==> src/rtl/uart_depacketizer.sv <==
// uart_depacketizer: UART receiver feeding a first-word-fall-through receive FIFO.
//
// Serial frames (start, DATA_BITS data LSB first, optional even parity, stop) are
// sampled mid-bit from a two-flop synchronised copy of serial_in. Good bytes are
// pushed into a 2**FIFO_ADDR_WIDTH entry FIFO whose head is always on data_out.
//
// Optional feature: define UART_RX_PARITY_EN to expect one even-parity bit per
// frame. Without it, frames are 8N1 and parity_error is tied low.
//
// Ports:
//   clk           system clock
//   rst_n         asynchronous active-low reset
//   serial_in     asynchronous UART line, idle high
//   rx_ready      consumer takes data_out this cycle (ignored while data_valid is low)
//   data_out      head-of-FIFO byte, zero while the FIFO is empty
//   data_valid    FIFO not empty
//   fifo_full     FIFO holds 2**FIFO_ADDR_WIDTH bytes
//   rx_busy       receiver is inside a frame
//   framing_error one-cycle pulse: stop bit sampled low
//   overrun       one-cycle pulse: good byte dropped because the FIFO was full
//   parity_error  one-cycle pulse: parity bit mismatch
module uart_depacketizer #(
  parameter int unsigned CLK_FREQ        = 50_000_000,
  parameter int unsigned BAUD_RATE       = 115200,
  parameter int unsigned DATA_BITS       = 8,
  parameter int unsigned FIFO_ADDR_WIDTH = 4
) (
  input  logic                 clk,
  input  logic                 rst_n,
  input  logic                 serial_in,
  input  logic                 rx_ready,
  output logic [DATA_BITS-1:0] data_out,
  output logic                 data_valid,
  output logic                 fifo_full,
  output logic                 rx_busy,
  output logic                 framing_error,
  output logic                 overrun,
  output logic                 parity_error
);

  localparam int unsigned ClksPerBit = CLK_FREQ / BAUD_RATE;
  localparam int unsigned HalfBit    = ClksPerBit / 2;
  localparam int unsigned CntW       = $clog2(ClksPerBit + 1);
  localparam int unsigned IdxW       = $clog2(DATA_BITS + 1);
  localparam int unsigned Depth      = 2 ** FIFO_ADDR_WIDTH;

  typedef enum logic [2:0] {StIdle, StStart, StData, StParity, StStop} state_e;

  // ---------------------------------------------------------------------------
  // Input synchroniser. Reset to the idle level so release never looks like a
  // start edge.
  // ---------------------------------------------------------------------------
  logic rx_meta_q, rx_sync_q, rx_prev_q;
  logic start_edge;

  always_ff @(posedge clk or negedge rst_n) begin
    if (!rst_n) begin
      rx_meta_q <= 1'b1;
      rx_sync_q <= 1'b1;
      rx_prev_q <= 1'b1;
    end else begin
      rx_meta_q <= serial_in;
      rx_sync_q <= rx_meta_q;
      rx_prev_q <= rx_sync_q;
    end
  end

  assign start_edge = rx_prev_q & ~rx_sync_q;

  // ---------------------------------------------------------------------------
  // Receiver FSM
  // ---------------------------------------------------------------------------
  state_e                state_q, state_d;
  logic [CntW-1:0]       cnt_q, cnt_d;
  logic [IdxW-1:0]       idx_q, idx_d;
  logic [DATA_BITS-1:0]  shift_q, shift_d;
  logic                  bit_done, half_done;
  logic                  stop_sample;
  logic                  par_bad;

`ifdef UART_RX_PARITY_EN
  logic par_bad_q, par_bad_d;
  logic par_err_q, par_err_d;
`endif

  assign bit_done  = (cnt_q == CntW'(ClksPerBit - 1));
  assign half_done = (cnt_q == CntW'(HalfBit - 1));

  always_comb begin
    state_d     = state_q;
    cnt_d       = cnt_q + 1'b1;
    idx_d       = idx_q;
    shift_d     = shift_q;
    stop_sample = 1'b0;
`ifdef UART_RX_PARITY_EN
    par_bad_d   = par_bad_q;
    par_err_d   = 1'b0;
`endif
    case (state_q)
      StIdle: begin
        cnt_d = '0;
        if (start_edge) begin
          state_d = StStart;
        end
      end
      StStart: begin
        // Mid-start check rejects short low glitches on the idle line.
        if (half_done) begin
          cnt_d   = '0;
          idx_d   = '0;
          state_d = rx_sync_q ? StIdle : StData;
        end
      end
      StData: begin
        if (bit_done) begin
          cnt_d   = '0;
          shift_d = {rx_sync_q, shift_q[DATA_BITS-1:1]};
          if (idx_q == IdxW'(DATA_BITS - 1)) begin
`ifdef UART_RX_PARITY_EN
            state_d = StParity;
`else
            state_d = StStop;
`endif
          end else begin
            idx_d = idx_q + 1'b1;
          end
        end
      end
      StParity: begin
`ifdef UART_RX_PARITY_EN
        if (bit_done) begin
          cnt_d     = '0;
          // Even parity: data bits plus parity bit carry an even number of ones.
          par_bad_d = rx_sync_q ^ (^shift_q);
          par_err_d = par_bad_d;
          state_d   = StStop;
        end
`else
        state_d = StIdle;
`endif
      end
      StStop: begin
        // Leave at mid-stop so a following start bit is never missed.
        if (bit_done) begin
          stop_sample = 1'b1;
          cnt_d       = '0;
          state_d     = StIdle;
        end
      end
      default: state_d = StIdle;
    endcase
  end

  always_ff @(posedge clk or negedge rst_n) begin
    if (!rst_n) begin
      state_q <= StIdle;
      cnt_q   <= '0;
      idx_q   <= '0;
      shift_q <= '0;
    end else begin
      state_q <= state_d;
      cnt_q   <= cnt_d;
      idx_q   <= idx_d;
      shift_q <= shift_d;
    end
  end

`ifdef UART_RX_PARITY_EN
  always_ff @(posedge clk or negedge rst_n) begin
    if (!rst_n) begin
      par_bad_q <= 1'b0;
      par_err_q <= 1'b0;
    end else begin
      par_bad_q <= par_bad_d;
      par_err_q <= par_err_d;
    end
  end

  assign par_bad      = par_bad_q;
  assign parity_error = par_err_q;
`else
  assign par_bad      = 1'b0;
  assign parity_error = 1'b0;
`endif

  assign rx_busy = (state_q != StIdle);

  // ---------------------------------------------------------------------------
  // Stop-bit outcome and status pulses
  // ---------------------------------------------------------------------------
  logic push, pop;
  logic framing_q, framing_d;
  logic overrun_q, overrun_d;

  // fifo_full reflects the count before this cycle's pop, so a push at full is
  // dropped even when the consumer frees a slot in the same cycle.
  assign push      = stop_sample & rx_sync_q & ~par_bad & ~fifo_full;
  assign pop       = data_valid & rx_ready;
  assign framing_d = stop_sample & ~rx_sync_q;
  assign overrun_d = stop_sample & rx_sync_q & ~par_bad & fifo_full;

  always_ff @(posedge clk or negedge rst_n) begin
    if (!rst_n) begin
      framing_q <= 1'b0;
      overrun_q <= 1'b0;
    end else begin
      framing_q <= framing_d;
      overrun_q <= overrun_d;
    end
  end

  assign framing_error = framing_q;
  assign overrun       = overrun_q;

  // ---------------------------------------------------------------------------
  // Receive FIFO, first-word-fall-through
  // ---------------------------------------------------------------------------
  logic [DATA_BITS-1:0]       mem_q [Depth];
  logic [FIFO_ADDR_WIDTH-1:0] wr_ptr_q, rd_ptr_q;
  logic [FIFO_ADDR_WIDTH:0]   count_q, count_d;

  always_comb begin
    count_d = count_q;
    case ({push, pop})
      2'b10:   count_d = count_q + 1'b1;
      2'b01:   count_d = count_q - 1'b1;
      default: count_d = count_q;
    endcase
  end

  // Pointers are exactly FIFO_ADDR_WIDTH wide, so they wrap modulo the depth.
  always_ff @(posedge clk or negedge rst_n) begin
    if (!rst_n) begin
      wr_ptr_q <= '0;
      rd_ptr_q <= '0;
      count_q  <= '0;
    end else begin
      if (push) begin
        wr_ptr_q <= wr_ptr_q + 1'b1;
      end
      if (pop) begin
        rd_ptr_q <= rd_ptr_q + 1'b1;
      end
      count_q <= count_d;
    end
  end

  // Storage needs no reset: data_out is masked while the FIFO is empty.
  always_ff @(posedge clk) begin
    if (push) begin
      mem_q[wr_ptr_q] <= shift_q;
    end
  end

  assign data_valid = (count_q != '0);
  assign fifo_full  = (count_q == (FIFO_ADDR_WIDTH + 1)'(Depth));
  assign data_out   = data_valid ? mem_q[rd_ptr_q] : '0;

endmodule

==> config.mk <==
export PLATFORM = sky130hd
export DESIGN_NAME = uart_depacketizer
export DESIGN_NICKNAME = d
export VERILOG_FILES = /design/src/rtl/uart_depacketizer.sv
export SDC_FILE = /design/constraint.sdc
export NUM_CORES = 1
export LEC_CHECK = 0
export BUFFER_PORTS_ARGS = -buffer_cell sky130_fd_sc_hd__buf_4
export CAP_MARGIN = 20
export CELL_PAD_IN_SITES_DETAIL_PLACEMENT = 0
export CELL_PAD_IN_SITES_GLOBAL_PLACEMENT = 1
export CORE_ASPECT_RATIO = 1.75
export CORE_MARGIN = 3
export CORE_UTILIZATION = 34
export CTS_BUF_LIST = sky130_fd_sc_hd__clkbuf_4
export DETAILED_ROUTE_END_ITERATION = 8
export PLACE_DENSITY = 0.53
export SLEW_MARGIN = 20
export SYNTH_ARGS = -nofsm -noshare
export SYNTH_HDL_FRONTEND = slang
export SYNTH_SLANG_ARGS = --single-unit
==> constraint.sdc <==
create_clock -name clk -period 3.4 [get_ports clk]
set_input_delay 0.17 -clock clk [delete_from_list [all_inputs] [get_ports clk]]
set_output_delay 0.17 -clock clk [all_outputs]
set_load 0.03 [all_outputs]
Word level (Yosys, flattened, before mapping)
Memory sizes are Yosys's and may differ from the RTL's. Cells that the tools add are included.

Output and inout bits: 14. Word-level logic and storage cells: 71. Bits of input ports: 4. Memory bits (writable): 128. Memories: 1. Bits in registers: 42.

Bitwise logic cells: 8. Reductions and logical operators: 9. Eq/ne operators: 15. Multiplexer cells: 20. Add/sub/neg operators: 6.

Memories: mem_q (depth 16, width 8, read ports 1, clocked after memory_dff 0, wr ports 1, line 218) `logic [DATA_BITS-1:0] mem_q [Depth];`.

Operator list (count): case mux 9 bit (3 select lines) (1); two-way mux 9 bit (2); two-way mux 3 bit (5); adder 4 x 1 -> 4 bit, second input constant (3); two-way mux 4 bit (3); inequality test 2 bit, second input constant (6); case mux 3 bit (4 select lines) (1); case mux 5 bit (2 select lines) (1); adder 9 x 1 -> 9 bit, second input constant (1); equality test 9 x 8 -> 1 bit, second input constant (1); equality test 9 bit, second input constant (1); two-way mux 8 bit (1); case mux 4 bit (2 select lines) (1); bitwise AND 1 bit (6); adder 5 x 1 -> 5 bit, second input constant (1); equality test 5 bit, second input constant (1); AND reduction 5 bit (1); nonzero test 5 bit (1); subtractor 5 x 1 -> 5 bit, second input constant (1); equality test 4 x 3 -> 1 bit, second input constant (1); two-way mux 1 bit (4); AND reduction 4 bit (1); nonzero test 2 bit (2); equality test 3 x 1 -> 1 bit, second input constant (1); 10 further kinds (11).

Depth between registers and ports, before layout
Depth in word-level cells: 7. Gate-level depth with buffers: 14. Gate-level depth less buffers: 12.

Worst setup path before layout
Ideal clock, no wire load.

Path type: register to register. Start: reg count_q[1]. End: reg count_q[4]. Stages on the path, launching flop included: 14. Arrival time: 2.807 ns. Path buffers: 3. Clock period less this slack: 2.931 ns. Data required time: 3.276 ns. Library setup time: 0.124 ns. Setup slack: 0.469 ns. Cell sequence: dfrtp_1 clkbuf_1 or4_1 o2111a_1 buf_2 inv_1 ha_1 clkbuf_1 xor2_1 ha_1 o211a_1 o31ai_1 a31oi_1 xnor2_1.

Cells in the longest elaborated chain, start to end: 5. Elaborated cells on any way between the ends: 11. Those cells by class: 2 x add/sub; 3 x eq/ne; 1 x mux; 3 x bitwise; 2 x reduce/logical.

Ends and longest elaborated chain: start: declaration (line 220) `logic [FIFO_ADDR_WIDTH:0] count_q, count_d;`; start signal: assignment (line 244) `count_q <= count_d;`; equality test 5 bit (line 256) `assign fifo_full = (count_q == (FIFO_ADDR_WIDTH + 1)'(Depth));`; NOT 1 bit (line 197) `assign push = stop_sample & rx_sync_q & ~par_bad & ~fifo_full;`; bitwise AND 1 bit (line 197); equality test 2 x 1 -> 1 bit / equality test 2 bit (equally long branches) (line 224) `case ({push, pop})`; case mux 5 bit (2 select lines) / nonzero test 2 bit (equally long branches).

Parallel ways exist; a longest one is shown, timed or not. A chain may end at the register's enable or synchronous reset.

Worst setup path in the final report
Same ends and word-level chain as after synthesis.

==> key figures <==
Outcome
  – Status: complete, no violations

Finish
  – # fillers: about 1.9k
  – Most frequent cells in the layout: 128 x edfxtp_1, 38 x dfrtp_1, 35 x buf_4
  – Nets: approximately 460
  – Share of cells above drive strength 1: 27.4%
  – Synthesis-to-layout area growth: 12.2%
  – Most common cell after layout, fill and taps aside: edfxtp_1
  – Post-Route Utilization: 39.0%

Worst setup path
  – WP data arrival: approximately 3.5 ns
  – Data required, critical path: around 3.9 ns
  – Bufs and invs on worst path: 1
  – Critical path class: flop to flop
  – Crit path max-delay family: compound AO/OA/AOI/OAI gates
  – CP max FO: 9
  – Slowest stage cell, crit path: or4_1
  – Slowest stage delay, CP: 0.60 ns
  – R2R Path Start: count_q[1]$_DFFE_PN0P_
  – Setup crit start kind: flop
  – Critical Path Sink Type: flop
  – Critical-path cell list: or4_1 -> o2111a_1 -> inv_1 -> ha_1 -> xor2_1 -> ha_1 -> o211a_1 -> o31ai_1 -> a31oi_1 -> xnor2_1
  – Cell mode on critical path: ha_1
  – CP Launch Point: count_q[1]$_DFFE_PN0P_

Floorplanning
  – Starting density of the core: 34.8%
  – Num ports: 18
  – CORE AREA: 20,400 sq um
  – Die extent in x: between 100 and 150 um
  – Number of cell rows: 69
  – Die ar.: 22,700 sq um
  – Die Y: 197 um

Timing
  – Fmax: 0.328 GHz
  – Tmin final: 3.05 ns
  – Worst-margin pin slew: approximately 0.9 ns
  – RSZ-0062 raised after global routing: false
  – Fin crit share: 89.7%
  – Clock Skew: ~0.021 ns
  – Slew headroom: 41.0%
  – Smallest hold slack: 0.120 ns
  – TNS Setup: 0 ns
  – Final hold vios: 0
  – Setup violators final: 0
  – Final Slew Violations: 0

Routing
  – Routed length per instance: 20.4 um
  – Vias: 3,588
  – Initial drt markers: 197
  – Vias/cell: 5.06
  – ANT nets after route: 0
  – Router iterations before antenna repair: 5
  – DRC Markers: 0
  – WL final: 14,500 um

Yosys
  – Yosys reg bits: between 150 and 200
  – Post-synth EDFFs: 128
  – YS warnings: 0
  – Area fraction of the dominant cell type after synthesis: a little over half
  – Mapped Cells: 410
  – Post-synthesis average cell area: around 17 sq um
  – Post-synthesis async set-or-reset flop share: 24.7%
  – Synth area leader: edfxtp_1
  – Netlist cell types: 58
  – Post-synth net total: 427
  – Netlist Area Pre-Place: 7090 sq um
  – Top post-synthesis cells by area: edfxtp_1 54%, dfrtp_1 14%, mux4_2 10%, ha_1 2.3%, mux2i_1 2.3%
  – Seq/Total Area, Yosys: 69.1%
  – Post-synth top flop: edfxtp_1

CTS
  – Clock Latency Late Sink: between 0.5 and 0.6 ns
  – Max Root-Sink Buffers: 2
  – TritonCTS Sinks: 170
  – Hold Buf Count CTS: 2
  – Post-CTS sizing: 0
  – Clk pin slew, worst setup/hold paths: 0.13 ns
  – CTS tree: done
  – Total setup buffers inserted after CTS: 0
  – Root Driver: clkbuf_4
  – Total CTS buffers: 17
  – H-tree levels: 4

Worst hold path
  – Hold Crit Class: primary input to flop
  – Hold_sp: rx_ready

Flow run
  – Max cap viols: 0

GRT
  – Grt ovf: 0
  – Number of global-route vias before repair: 3,786
  – Total global routing track utilization: 13.9%
  – First-pass GRT wire length: 22,700 um
  – Initial antenna violation count: 1
  – Largest net degree at the start of global routing: 43

Placed design
  – DP HPWL: ~9800 um
  – Number of buffers added on ports: 16
  – Final Wtd Congestion: approximately 0.76

Power and ir drop
  – Cell Pwr Density: between 600 and 700 nW/um^2
  – Worst VDD drop: 460 uV
  – Pleak: 2.50 nW
-- power breakdown --
group / total (mW) / switching [mW] / internal (mW)
clock network: 1.35 / 0.673 / 0.681
logic: 1.23 / 0.702 / 0.527
registers: 2.46 / 0.160 / 2.30
-- flip-flops by register name, indices dropped and copies added (netlist names), 3 cells and up --
register and count:
mem_q 128, cnt_q 9, shift_q 8, count_q 5, idx_q 4, rd_ptr_q 4, wr_ptr_q 4, state_q 3
-- tightest hold or removal path: stages --
cell and delay (ns):
buf_4 0.10, a21boi_1 0.20, nand2_1 0.11, xnor2_1 0.06
-- cell type report --
cell class,count,area (sq um),share of cell area (%)
antenna,1,2.50,0.0315
inverter,7,26.3,0.330
multi-input combinational,214,2080,26.2
timing repair buffer,37,283,3.55
sequential,170,4900,61.6
tap,248,310,3.90
clock buffer,20,150,1.89
clock inverter,12,199,2.50
-- cell families after synthesis --
logic type	after synthesis	share of synthesized area (%)
flops	170	69.1
simple gates	88	6.90
mux	60	14.4
compound gates	34	3.55
buf+inv	26	1.54
xor+xnor	18	2.22
fa+ha+maj	13	2.29
other cells	1	0.0529
-- synthesized netlist by cell type, types with 7 or more instances --
cell type,instances
edfxtp_1,128
dfrtp_1,39
xnor2_1,12
clkbuf_1,10
mux2_2,11
nand2_1,14
ha_1,13
nor2_1,29
mux4_2,32
mux2i_1,16
inv_1,7
nor3_1,7
o22ai_1,8
-- stage by stage --
stage	instances	instance area [sq um]	setup WS (ns)	power, mW
finish	709	7960	0.350	5.04
detailed placement	674	7580	0.399	3.76
global placement	674	7580	0.421	3.75
CTS	708	7950	0.346	5.14
global route	709	7960	0.140	5.32
floorplan	410	7090	0.469	3.41
-- worst paths after layout --
check	depth (start not counted)	slack (ns)	endpoint
hold / removal	4	0.12	rd_ptr_q[2]$_DFFE_PN0P_
min in group asynchronous	2	0.14	count_q[1]$_DFFE_PN0P_
setup / recovery	10	0.35	count_q[4]$_DFFE_PN0P_
max in group asynchronous	2	2.85	rd_ptr_q[0]$_DFFE_PN0P_
setup reg to reg	10	0.35	count_q[4]$_DFFE_PN0P_
hold reg to reg	0	0.40	rx_sync_q$_DFF_PN1_
-- routing by layer --
layer	vias to the layer above	GRT usage, %	share of wire, %
met5	-	0	0
met4	0	4.70	1.4
met3	14	3.22	2.1
met2	53	25.2	57
met1	1859	15.9	40
li1	1662	-	-
(Power assumes the default switching activity.)
